`src/rtl/fpmul_scheduler_if.sv`:
```
// Handshake/bus bundle between the requesters, the shared multiplier and the fpmul_scheduler.
// Latency: none (wires only).
// Backpressure: carries req_valid/req_ready and rsp_valid/rsp_ready; the bundle adds no buffering.
// Ports: req_* (NREQ packed operand pairs, one-hot req_ready), mul_* (multiplier operands/result),
//        rsp_* (tagged product), busy and ops_done status.
interface fpmul_scheduler_if #(
  parameter int NREQ = 4
);
  localparam int IDW = $clog2(NREQ);

  logic [NREQ-1:0]      req_valid;
  logic [32*NREQ-1:0]   req_dataA;
  logic [32*NREQ-1:0]   req_dataB;
  logic [NREQ-1:0]      req_ready;
  logic [31:0]          mul_dataA;
  logic [31:0]          mul_dataB;
  logic [31:0]          mul_dataR;
  logic                 rsp_valid;
  logic [IDW-1:0]       rsp_id;
  logic [31:0]          rsp_data;
  logic                 rsp_ready;
  logic                 busy;
  logic [15:0]          ops_done;

  // Environment side: requesters, the multiplier result and the response consumer.
  modport master (
    output req_valid, req_dataA, req_dataB, mul_dataR, rsp_ready,
    input  req_ready, mul_dataA, mul_dataB, rsp_valid, rsp_id, rsp_data, busy, ops_done
  );

  // Scheduler side.
  modport slave (
    input  req_valid, req_dataA, req_dataB, mul_dataR, rsp_ready,
    output req_ready, mul_dataA, mul_dataB, rsp_valid, rsp_id, rsp_data, busy, ops_done
  );
endinterface

```
`src/rtl/fpmul_scheduler.sv`:
```
// Round-robin scheduler sharing one combinational FP32 multiplier among NREQ requesters.
// Latency: accept at edge T, product captured at T+LAT, response valid after T+LAT; LAT+2 cycles per op.
// Backpressure: one op in flight; req_ready stays low until the response handshakes, rsp_* hold while rsp_ready=0.
// Ports: clk, reset (async, active-high), bus (fpmul_scheduler_if.slave: req_*, mul_*, rsp_*, busy, ops_done).
module fpmul_scheduler #(
  parameter int NREQ = 4,
  parameter int LAT  = 1
) (
  input  logic              clk,
  input  logic              reset,
  fpmul_scheduler_if.slave  bus
);

  localparam int IDW = $clog2(NREQ);

  typedef enum logic [1:0] {IDLE, EXEC, RESP} state_t;

  state_t          state, state_nxt;
  logic [IDW-1:0]  ptr;
  logic [IDW-1:0]  owner;
  logic [IDW-1:0]  winner;
  logic            found;
  logic [NREQ-1:0] grant;
  logic [31:0]     win_a, win_b;
  logic [3:0]      wait_cnt;
  logic [31:0]     mul_a, mul_b, rsp_q;
  logic            busy_q;
  logic [15:0]     ops_q;
  logic            accept;
  logic            rsp_hs;

  // Round-robin search starting at ptr; sum stays below 2*NREQ so one
  // conditional subtraction implements the modulo for any NREQ.
  always_comb begin
    logic [IDW:0] sum;
    winner = '0;
    found  = 1'b0;
    sum    = '0;
    for (int k = 0; k < NREQ; k++) begin
      sum = {1'b0, ptr} + (IDW+1)'(k);
      if (sum >= (IDW+1)'(NREQ)) begin
        sum = sum - (IDW+1)'(NREQ);
      end
      if (!found && bus.req_valid[sum[IDW-1:0]]) begin
        found  = 1'b1;
        winner = sum[IDW-1:0];
      end
    end
  end

  // Operand mux for the winning requester.
  always_comb begin
    win_a = '0;
    win_b = '0;
    for (int k = 0; k < NREQ; k++) begin
      if (winner == IDW'(k)) begin
        win_a = bus.req_dataA[32*k +: 32];
        win_b = bus.req_dataB[32*k +: 32];
      end
    end
  end

  always_comb begin
    grant = '0;
    if (state == IDLE && found) begin
      grant[winner] = 1'b1;
    end
  end

  assign accept = |(grant & bus.req_valid);
  assign rsp_hs = (state == RESP) && bus.rsp_ready;

  always_ff @(posedge clk or posedge reset) begin
    if (reset) begin
      state <= IDLE;
    end else begin
      state <= state_nxt;
    end
  end

  always_comb begin
    state_nxt = state;
    case (state)
      IDLE:    if (accept)          state_nxt = EXEC;
      EXEC:    if (wait_cnt == '0)  state_nxt = RESP;
      RESP:    if (rsp_hs)          state_nxt = IDLE;
      default:                      state_nxt = IDLE;
    endcase
  end

  always_ff @(posedge clk or posedge reset) begin
    if (reset) begin
      ptr      <= '0;
      owner    <= '0;
      wait_cnt <= '0;
      mul_a    <= '0;
      mul_b    <= '0;
      rsp_q    <= '0;
      busy_q   <= 1'b0;
      ops_q    <= '0;
    end else begin
      // busy tracks the next state so it always equals (state != IDLE).
      busy_q <= (state_nxt != IDLE);
      if (accept) begin
        mul_a    <= win_a;
        mul_b    <= win_b;
        owner    <= winner;
        wait_cnt <= 4'(LAT - 1);
      end
      if (state == EXEC) begin
        if (wait_cnt == '0) begin
          rsp_q <= bus.mul_dataR;
        end else begin
          wait_cnt <= wait_cnt - 4'd1;
        end
      end
      if (rsp_hs) begin
        ptr <= (owner == IDW'(NREQ - 1)) ? '0 : owner + 1'b1;
        if (ops_q != 16'hFFFF) begin
          ops_q <= ops_q + 16'd1;
        end
      end
    end
  end

  assign bus.req_ready = grant;
  assign bus.mul_dataA = mul_a;
  assign bus.mul_dataB = mul_b;
  assign bus.rsp_valid = (state == RESP);
  assign bus.rsp_id    = owner;
  assign bus.rsp_data  = rsp_q;
  assign bus.busy      = busy_q;
  assign bus.ops_done  = ops_q;

endmodule

```
`src/flat_wrapper.sv`:
```
// flat-port wrapper written by rule: the top's interface ports become plain ports
module fpmul_scheduler_flat 
#(
  parameter int NREQ = 4,
  parameter int LAT  = 1
)
  (clk, reset, bus_req_valid, bus_req_dataA, bus_req_dataB, bus_mul_dataR, bus_rsp_ready, bus_req_ready, bus_mul_dataA, bus_mul_dataB, bus_rsp_valid, bus_rsp_id, bus_rsp_data, bus_busy, bus_ops_done);
  fpmul_scheduler_if #(.NREQ(NREQ)) bus_i ();
  input  logic clk;
  input  logic reset;
  input wire logic [$bits(bus_i.req_valid)-1:0] bus_req_valid;
  input wire logic [$bits(bus_i.req_dataA)-1:0] bus_req_dataA;
  input wire logic [$bits(bus_i.req_dataB)-1:0] bus_req_dataB;
  input wire logic [$bits(bus_i.mul_dataR)-1:0] bus_mul_dataR;
  input wire logic [$bits(bus_i.rsp_ready)-1:0] bus_rsp_ready;
  output wire logic [$bits(bus_i.req_ready)-1:0] bus_req_ready;
  output wire logic [$bits(bus_i.mul_dataA)-1:0] bus_mul_dataA;
  output wire logic [$bits(bus_i.mul_dataB)-1:0] bus_mul_dataB;
  output wire logic [$bits(bus_i.rsp_valid)-1:0] bus_rsp_valid;
  output wire logic [$bits(bus_i.rsp_id)-1:0] bus_rsp_id;
  output wire logic [$bits(bus_i.rsp_data)-1:0] bus_rsp_data;
  output wire logic [$bits(bus_i.busy)-1:0] bus_busy;
  output wire logic [$bits(bus_i.ops_done)-1:0] bus_ops_done;
  assign bus_i.req_valid = bus_req_valid;
  assign bus_i.req_dataA = bus_req_dataA;
  assign bus_i.req_dataB = bus_req_dataB;
  assign bus_i.mul_dataR = bus_mul_dataR;
  assign bus_i.rsp_ready = bus_rsp_ready;
  assign bus_req_ready = bus_i.req_ready;
  assign bus_mul_dataA = bus_i.mul_dataA;
  assign bus_mul_dataB = bus_i.mul_dataB;
  assign bus_rsp_valid = bus_i.rsp_valid;
  assign bus_rsp_id = bus_i.rsp_id;
  assign bus_rsp_data = bus_i.rsp_data;
  assign bus_busy = bus_i.busy;
  assign bus_ops_done = bus_i.ops_done;
  fpmul_scheduler #(.NREQ(NREQ), .LAT(LAT)) u_core (.clk(clk), .reset(reset), .bus(bus_i));
endmodule
```
`config.mk`:
```
export PLATFORM = sky130hd
export DESIGN_NAME = fpmul_scheduler_flat
export DESIGN_NICKNAME = d
export VERILOG_FILES = /design/src/rtl/fpmul_scheduler_if.sv /design/src/rtl/fpmul_scheduler.sv /design/src/flat_wrapper.sv
export SDC_FILE = /design/constraint.sdc
export NUM_CORES = 1
export LEC_CHECK = 0
export ABC_AREA = 0
export CAP_MARGIN = 0
export CORE_AREA = 2 2 161 163
export DETAILED_ROUTE_END_ITERATION = 12
export DIE_AREA = 0 0 163 165
export GPL_ROUTABILITY_DRIVEN = 0
export SYNTH_ARGS = -nofsm -noshare
export SYNTH_HDL_FRONTEND = slang
export SYNTH_SLANG_ARGS = --single-unit
```
`constraint.sdc`:
```
create_clock -name clk -period 10.1 [get_ports clk]
set_input_delay 2.02 -clock clk [delete_from_list [all_inputs] [get_ports clk]]
set_output_delay 2.02 -clock clk [all_outputs]
set_load 0.02 [all_outputs]
```
==> metrics.md, run 1 <==
| Metric | Value |
|---|---|
| Rows | `58` |
| GR Overflow Total | `0` |
| Layout cells sized above 1 | `0.0718` |
| Fin Setup TNS | `0 ns` |
| Clk_lat worst skew | `0.42 ns` |
| Die span in y | `around 170 µm` |
| Final Max Tran Viols | `0` |
| Worst clock skew | `about 0.0083 ns` |
| Max Clk Rate | `between 0.15 and 0.2 GHz` |
| Chip width | `approximately 160 µm` |
| Fillers | `2381` |
| Outcome | `finished, final reports clean` |
| CTS Root Cell | `clkbuf_16` |
| Yosys cell types | `between 40 and 50` |
| First-pass detailed-route iteration total | `4` |
| Initial antenna violation count | `2` |
| Yosys reg bits | `123` |
| CP Launch Type | `input port` |
| Endpoints failing setup | `0` |
| Clock tree sinks | `approximately 120` |
| Sequential cell area | `roughly 3100 µm²` |
| Die ar. | `26900 µm²` |
| Post-synth top area share | `0.456` |
| Clk slew on worst S/H paths | `0.06 ns` |
| Antenna viol nets, final | `0` |
| RSZ-0062 raised after global routing | `no` |
| IO Pins | `~420` |
| Mean Syn Cell Area | `about 12 µm²` |
| Post-synth EDFFs | `0` |
| CP arrival | `4.58 ns` |
| Relative slew slack | `0.371` |
| DRC Markers | `0` |
| Synth area leaders | `dfrtp_1, mux2i_1, o221ai_1, mux2_1, o221ai_2` |
| Part of the Yosys area used for sequential elements | `0.456` |
| Setup CP Type | `input port to primary output` |
| Min Tclk post-route | `6.60 ns` |
| Initial Util | `0.270` |
| CTS max path bufs | `2` |
| Vias in the first global route | `6299` |
| TritonCTS clock tree | `done` |
| Post-Syn Instances | `562` |
| DR iter-0 viols | `344` |
| Maximum vdd drop | `~0.00015 V` |
| DR vias/cell | `roughly 4.6` |
| Worst path slowest cell | `buf_4` |
| Tot GR Track Use | `0.185` |
| Crit. End Element | `primary output` |
| Post-CTS Setup Bufs | `0` |
| WL/cell | `between 15 and 20 µm` |
| MaxCap Viol Count | `0` |
| CP peak stage delay | `between 0.6 and 0.7 ns` |
| Mapped cell area | `slightly below 7000 µm²` |
| Synth warnings | `0` |
| H-tree levels | `4` |
| Worst-margin pin slew | `0.944 ns` |
| Area leader, netlist | `dfrtp_1` |
| Worst Path Max Fanout | `70` |
| Lkg Pwr | `0.00504 µW` |
| Hold crit path type | `flop to flop` |
| Nets@finish | `between 1000 and 1500` |
| Largest net degree at the start of global routing | `a little over 70` |
| PostCTS Resize Cnt | `0` |
| Placeable Area | `25000 µm²` |
| DP Wirelength | `about 19 mm` |
| Area occupied by multi-input gates | `~3300 µm²` |
| Fin crit share | `0.654` |
| Final Hold Vio Count | `0` |
| Most frequent CP cell | `clkdlybuf4s50_1` |
| Pwr/cell area | `about 270 nW/µm²` |
| Req. time, crit path | `8.08 ns` |
| Area growth, synth to finish | `71.9%` |
| Syn_nets | `860` |
| I/O Buffers | `slightly above 400` |
| DP Cell Count | `1273` |
| Number of CTS-inserted buffers | `17` |
| Share of synthesized registers carrying an async set or reset | `1.00` |
| Cts hold-fix bufs | `0` |
| Global-route wire length before repair | `37.9 mm` |
| Final wirelength | `25.4 mm` |
| Vias | `roughly 6100` |
| Fin cells | `about 1300` |
| CP cell instances | `clkdlybuf4s50_1 > nor4_1 > or3_2 > buf_4 > a21o_4 > nor2_1 > clkdlybuf4s50_1` |
| Main flop type after synthesis | `dfrtp_1` |
## layout by cell type (no fill, tap or decap), drive strengths merged
| cell | Yosys | final |
|---|---|---|
| clkdlybuf4s50 | 0 | 414 |
| mux2i | 129 | 129 |
| dfrtp | 123 | 123 |
| nand2 | 80 | 80 |
| o221ai | 65 | 65 |
| mux2 | 33 | 33 |
| clkbuf | 13 | 17 |
| inv | 10 | 15 |
| xor2 | 12 | 12 |
| buf | 28 | 9 |
| o21ai | 8 | 8 |
| nand3 | 6 | 6 |
| nor4 | 5 | 5 |
| clkinv | 0 | 5 |
| nor2b | 4 | 4 |
| a211oi | 4 | 4 |
| or3 | 4 | 4 |
| and3 | 3 | 3 |
| a21oi | 3 | 3 |
| nor4b | 3 | 3 |
| nor2 | 3 | 3 |
| xnor2 | 3 | 3 |
| ha | 3 | 3 |
| clkinvlp | 0 | 3 |
| diode | 0 | 2 |
| nor3b | 2 | 2 |
| nand4 | 2 | 2 |
| nor3 | 2 | 2 |
| bufinv | 0 | 2 |
| nand3b | 2 | 2 |
| a21o | 2 | 2 |
| o21bai | 1 | 1 |
| a221o | 1 | 1 |
| a21boi | 1 | 1 |
| or3b | 1 | 1 |
| and4 | 1 | 1 |
| and3b | 1 | 1 |
| o211ai | 1 | 1 |
| o22ai | 1 | 1 |
| or2 | 1 | 1 |
## Yosys cell counts (5+ instances only)
master and number:
nor4_1 5, o21ai_1 5, buf_2 10, inv_1 9, nand2_1 80, o221ai_2 22
clkbuf_1 9, buf_12 8, o221ai_1 43, nand3_1 6, mux2_1 31, xor2_1 12
dfrtp_1 123, mux2i_1 129, buf_6 6
## final timing paths
path / start / end / slack (ns) / depth (start not counted)
worst max-delay path: bus_req_valid[2] / bus_req_ready[1] / 3.50 / 7
worst min-delay path: u_core.bus.mul_dataB[31]$_DFFE_PP0P_ / u_core.bus.mul_dataB[31]$_DFFE_PP0P_ / 0.48 / 2
worst max register to register: u_core.ptr[1]$_DFFE_PP0P_ / u_core.bus.mul_dataA[18]$_DFFE_PP0P_ / 6.41 / 7
worst min register to register: u_core.bus.mul_dataB[31]$_DFFE_PP0P_ / u_core.bus.mul_dataB[31]$_DFFE_PP0P_ / 0.48 / 2
max in group asynchronous: reset / u_core.bus.mul_dataA[31]$_DFFE_PP0P_ / 6.61 / 3
min in group asynchronous: reset / u_core.bus.rsp_data[6]$_DFFE_PP0P_ / 2.12 / 2
## worst max-delay path, delay by kind of cell
family / cells / cell delay (ns)
AND/OR/NAND/NOR: 3 / 0.68
buffers and inverters: 3 / 1.67
AO/OA/AOI/OAI: 1 / 0.20
## cell type report
cell class / count / area share
inverters: 10 / 0.00345
clock inverters: 15 / 0.0142
diodes: 2 / 0.000431
repair buffers: 423 / 0.363
well taps: 330 / 0.0356
multi-input cells: 387 / 0.281
clock buffers: 17 / 0.0367
flip-flops and latches: 123 / 0.265
## registers in the layout, indices dropped and copies added, names as in the netlist
name,flops
u_core.bus.busy,1
u_core.bus.mul_dataA,32
u_core.bus.mul_dataB,32
u_core.bus.ops_done,16
u_core.bus.rsp_data,32
u_core.bus.rsp_id,2
u_core.ptr,2
u_core.state,2
u_core.wait_cnt,4
## stage by stage
stage	utilization	setup WS (ns)	hold WS (ns)	area (µm²)	power [µW]
after floorplan	-	4.81	0.470	6750	1900
after global placement	0.440	3.54	0.468	11000	2560
after detailed placement	0.440	3.49	0.472	11000	2580
after CTS	0.463	3.45	0.488	11600	3220
after global routing	0.463	3.32	0.505	11600	3380
final	0.463	3.50	0.484	11600	3170
## kinds of logic after synthesis
group	synth area share
compound gates	0.125
fa+ha+maj	0.00556
xor+xnor	0.0195
buf+inv	0.0634
simple gates	0.0838
flops	0.456
mux	0.246
## power by group
group          internal [µW]  switching [µW]
sequential               720             129
clock                    368             253
combinational            817             882
total                   1900            1260
## layer usage
metal,global-route usage,up-vias,wire [µm]
met5,0,-,0
met4,0.0499,0,409
met3,0.0638,24,2140
met2,0.318,251,12500
met1,0.222,2874,10400
li1,-,2906,-
Power figures use the tool's default switching activity.
==> inputs of run 2 (changes only) <==
- CORE_AREA: 2 2 161 163 -> 2 2 162 164
- DIE_AREA: 0 0 163 165 -> 0 0 164 166
- clock period: 10.1 -> 5.9 ns (I/O delays scaled with it)
==> run 2 against run 1 <==
Against the previous run:
- routed wire length decreased by 0.40%
- combinational power grew 72%
- die area grew 1.2%
- register-to-register slack got worse by 3.1 ns
- critical endpoint unchanged
- largest cell class unchanged
- highest routed layer is now met5
==> metrics.md, run 2 (synthesis gave the netlist of run 1 again) <==
| Metric | Value |
|---|---|
| Outcome | `finished, final reports clean` |
| CTS Root Cell | `clkbuf_16` |
| Fin cells | `1309 (+0.15%)` |
| Fin crit share | `0.794` |
| Place WS | `1.24 ns (-2.25 ns)` |
| Area growth, synth to finish | `72.1% (about the same)` |
| Initial antenna violation count | `3 (+1)` |
| Antenna viol nets, final | `0 (unchanged)` |
| Min Tclk post-route | `roughly 4.7 ns` |
| Nets@finish | `1258 (-0.16%)` |
| Clk slew on worst S/H paths | `0.06 ns (about the same)` |
| Pwr/cell area | `469 nW/µm² (+72%)` |
| Clk_lat worst skew | `0.42 ns (about the same)` |
| WL/cell | `19.3 µm (-0.55%)` |
| Die ar. | `27200 µm² (+1.2%)` |
| CP peak stage delay | `0.55 ns (-0.08 ns)` |
| IO Pins | `415 (unchanged)` |
| H-tree levels | `4 (unchanged)` |
| CP arrival | `3.50 ns (-1.08 ns)` |
| DR vias/cell | `4.67 (+0.75%)` |
| Worst-margin pin slew | `1.03 ns (+0.0856 ns)` |
| Fin Setup TNS | `0 ns (unchanged)` |
| Hold EP | `u_core.bus.mul_dataA[16]$_DFFE_PP0P_` |
| Number of CTS-inserted buffers | `17 (unchanged)` |
| R2R cell count | `5 (-2)` |
| Die span in y | `166 µm (+0.61%)` |
| Chip width | `164 µm (+0.61%)` |
| Final Max Tran Viols | `0 (unchanged)` |
| Most common cell after layout, fill and taps aside | `clkdlybuf4s50_1` |
| GR Overflow Total | `0 (unchanged)` |
| Worst hold stages | `2 (unchanged)` |
| Most frequent CP cell | `clkdlybuf4s50_1` |
| Global-route wire length before repair | `37.5 mm (-1.1%)` |
| RSZ-0062 raised after global routing | `no` |
| Delay-heaviest family, CP | `buffers and inverters` |
| R2R Setup Slk | `3.27 ns (-3.14 ns)` |
| Clock tree sinks | `123 (unchanged)` |
| Vias in the first global route | `6438 (+2.2%)` |
| DR iter-0 viols | `217 (-37%)` |
| Worst Path Max Fanout | `39 (-44%)` |
| Lkg Pwr | `0.00504 µW (about the same)` |
| Most frequent cells in the layout | `clkdlybuf4s50_1, mux2i_1, dfrtp_1` |
| Cts hold-fix bufs | `0 (unchanged)` |
| Initial Util | `0.263 (-0.00610)` |
| Final Hold Vio Count | `0 (unchanged)` |
| MaxCap Viol Count | `0 (unchanged)` |
| I/O Buffers | `414 (unchanged)` |
| CP Launch Type | `input port` |
| Tot GR Track Use | `0.181 (-0.00438)` |
| Maximum vdd drop | `0.000287 V (+95%)` |
| DP Cell Count | `1276 (+0.24%)` |
| PostCTS Resize Cnt | `0 (unchanged)` |
| Placeable Area | `25600 µm² (+2.3%)` |
| Post-CTS Setup Bufs | `0 (unchanged)` |
| Worst clock skew | `0.00839 ns (+0.000130 ns)` |
| DRC Markers | `0 (unchanged)` |
| TritonCTS clock tree | `done` |
| RR Endpoint | `u_core.bus.mul_dataB[19]$_DFFE_PP0P_` |
| CTS max path bufs | `2 (unchanged)` |
| Req. time, crit path | `4.72 ns (-3.36 ns)` |
| Design area | `11600 µm² (about the same)` |
| Max Clk Rate | `around 0.21 GHz` |
| Hold crit path type | `flop to flop` |
| WHS | `0.483 ns (-0.00121 ns)` |
| Worst path slowest cell | `clkdlybuf4s50_1` |
| Reg2Reg Launch Point | `u_core.ptr[1]$_DFFE_PP0P_` |
| Setup CP Type | `input port to primary output` |
| CP cell instances | `clkdlybuf4s50_1 > nor4_1 > or3_2 > a21o_4 > nor2_1 > clkdlybuf4s50_1` |
| Largest net degree at the start of global routing | `126 (+77%)` |
| Layout cells sized above 1 | `0.0689 (-0.00286)` |
| Hold wc startpoint | `u_core.bus.mul_dataA[16]$_DFFE_PP0P_` |
| Worst Path Buf+Inv | `2 (-1)` |
| First-pass detailed-route iteration total | `4 (unchanged)` |
| Final wirelength | `25.3 mm (-0.40%)` |
| Relative slew slack | `0.314 (-0.0571)` |
| Rows | `59 (+1.7%)` |
| Fillers | `2404 (+0.97%)` |
| Endpoints failing setup | `0 (unchanged)` |
| Final worst slack | `1.22 ns (-2.28 ns)` |
| Crit. End Element | `primary output` |
| Vias | `6110 (+0.91%)` |
| Placed instance area | `11000 µm² (+0.15%)` |
| DP Wirelength | `18.3 mm (-3.3%)` |
## run 2: cell count changes in the layout (fill, tap and decap cells not counted)
cell,delta
buf_4,-4
buf_12,+2
clkinv_4,-2
inv_6,+2
clkinv_2,-1
## run 2: worst max-delay path by stage
stage / start / cells after the start / to
6_report: bus_req_valid[2] / 6 / bus_req_ready[1]
4_1_cts: bus_req_valid[2] / 6 / bus_req_ready[1]
2_1_floorplan: reset / 1 / u_core.bus.busy$_DFF_PP0_
3_3_place_gp: bus_req_valid[3] / 6 / bus_req_ready[1]
3_5_place_dp: bus_req_valid[1] / 6 / bus_req_ready[0]
5_1_grt: bus_req_valid[2] / 6 / bus_req_ready[1]
## run 2: worst min-delay path: cells and delay by family, from the launching register on
family | cells | cell delay (ns)
DFF | 1 | 0.34
and+or+nand+nor | 1 | 0.06
AOI/OAI and AO/OA | 1 | 0.05
## run 2: final cells by class
cell class                      instances  area [µm²]  area share
Timing Repair Buffer                  421        4220       0.364
Tap cell                              335         419      0.0361
Inverter                               10        40.0     0.00345
Sequential cell                       123        3080       0.265
Clock inverter                         14         160      0.0138
Multi-Input combinational cell        387        3260       0.281
Antenna cell                            2        5.00    0.000431
Clock buffer                           17         425      0.0366
## run 2: where the power goes
part | internal, µW | leakage, µW | switching (µW) | total [µW]
sequential | 1230 | 0.00151 | 223 | 1450
combinational | 1410 | 0.00325 | 1520 | 2930
clock | 630 | 0.000279 | 434 | 1060
total | 3270 | 0.00504 | 2180 | 5450
## run 2: stage by stage
step                utilization  power (µW)
floorplan                     -        3250
global placement          0.430        4400
detailed placement        0.430        4440
CTS                       0.453        5540
global route              0.453        5770
finish                    0.453        5450
## run 2: layer usage
metal	wire length [µm]	up-vias	share of wire	track usage
met5	13	-	0.00051	0
met4	338	2	0.013	0.0461
met3	2150	22	0.085	0.0609
met2	12400	251	0.49	0.307
met1	10400	2927	0.41	0.219
li1	-	2908	-	-
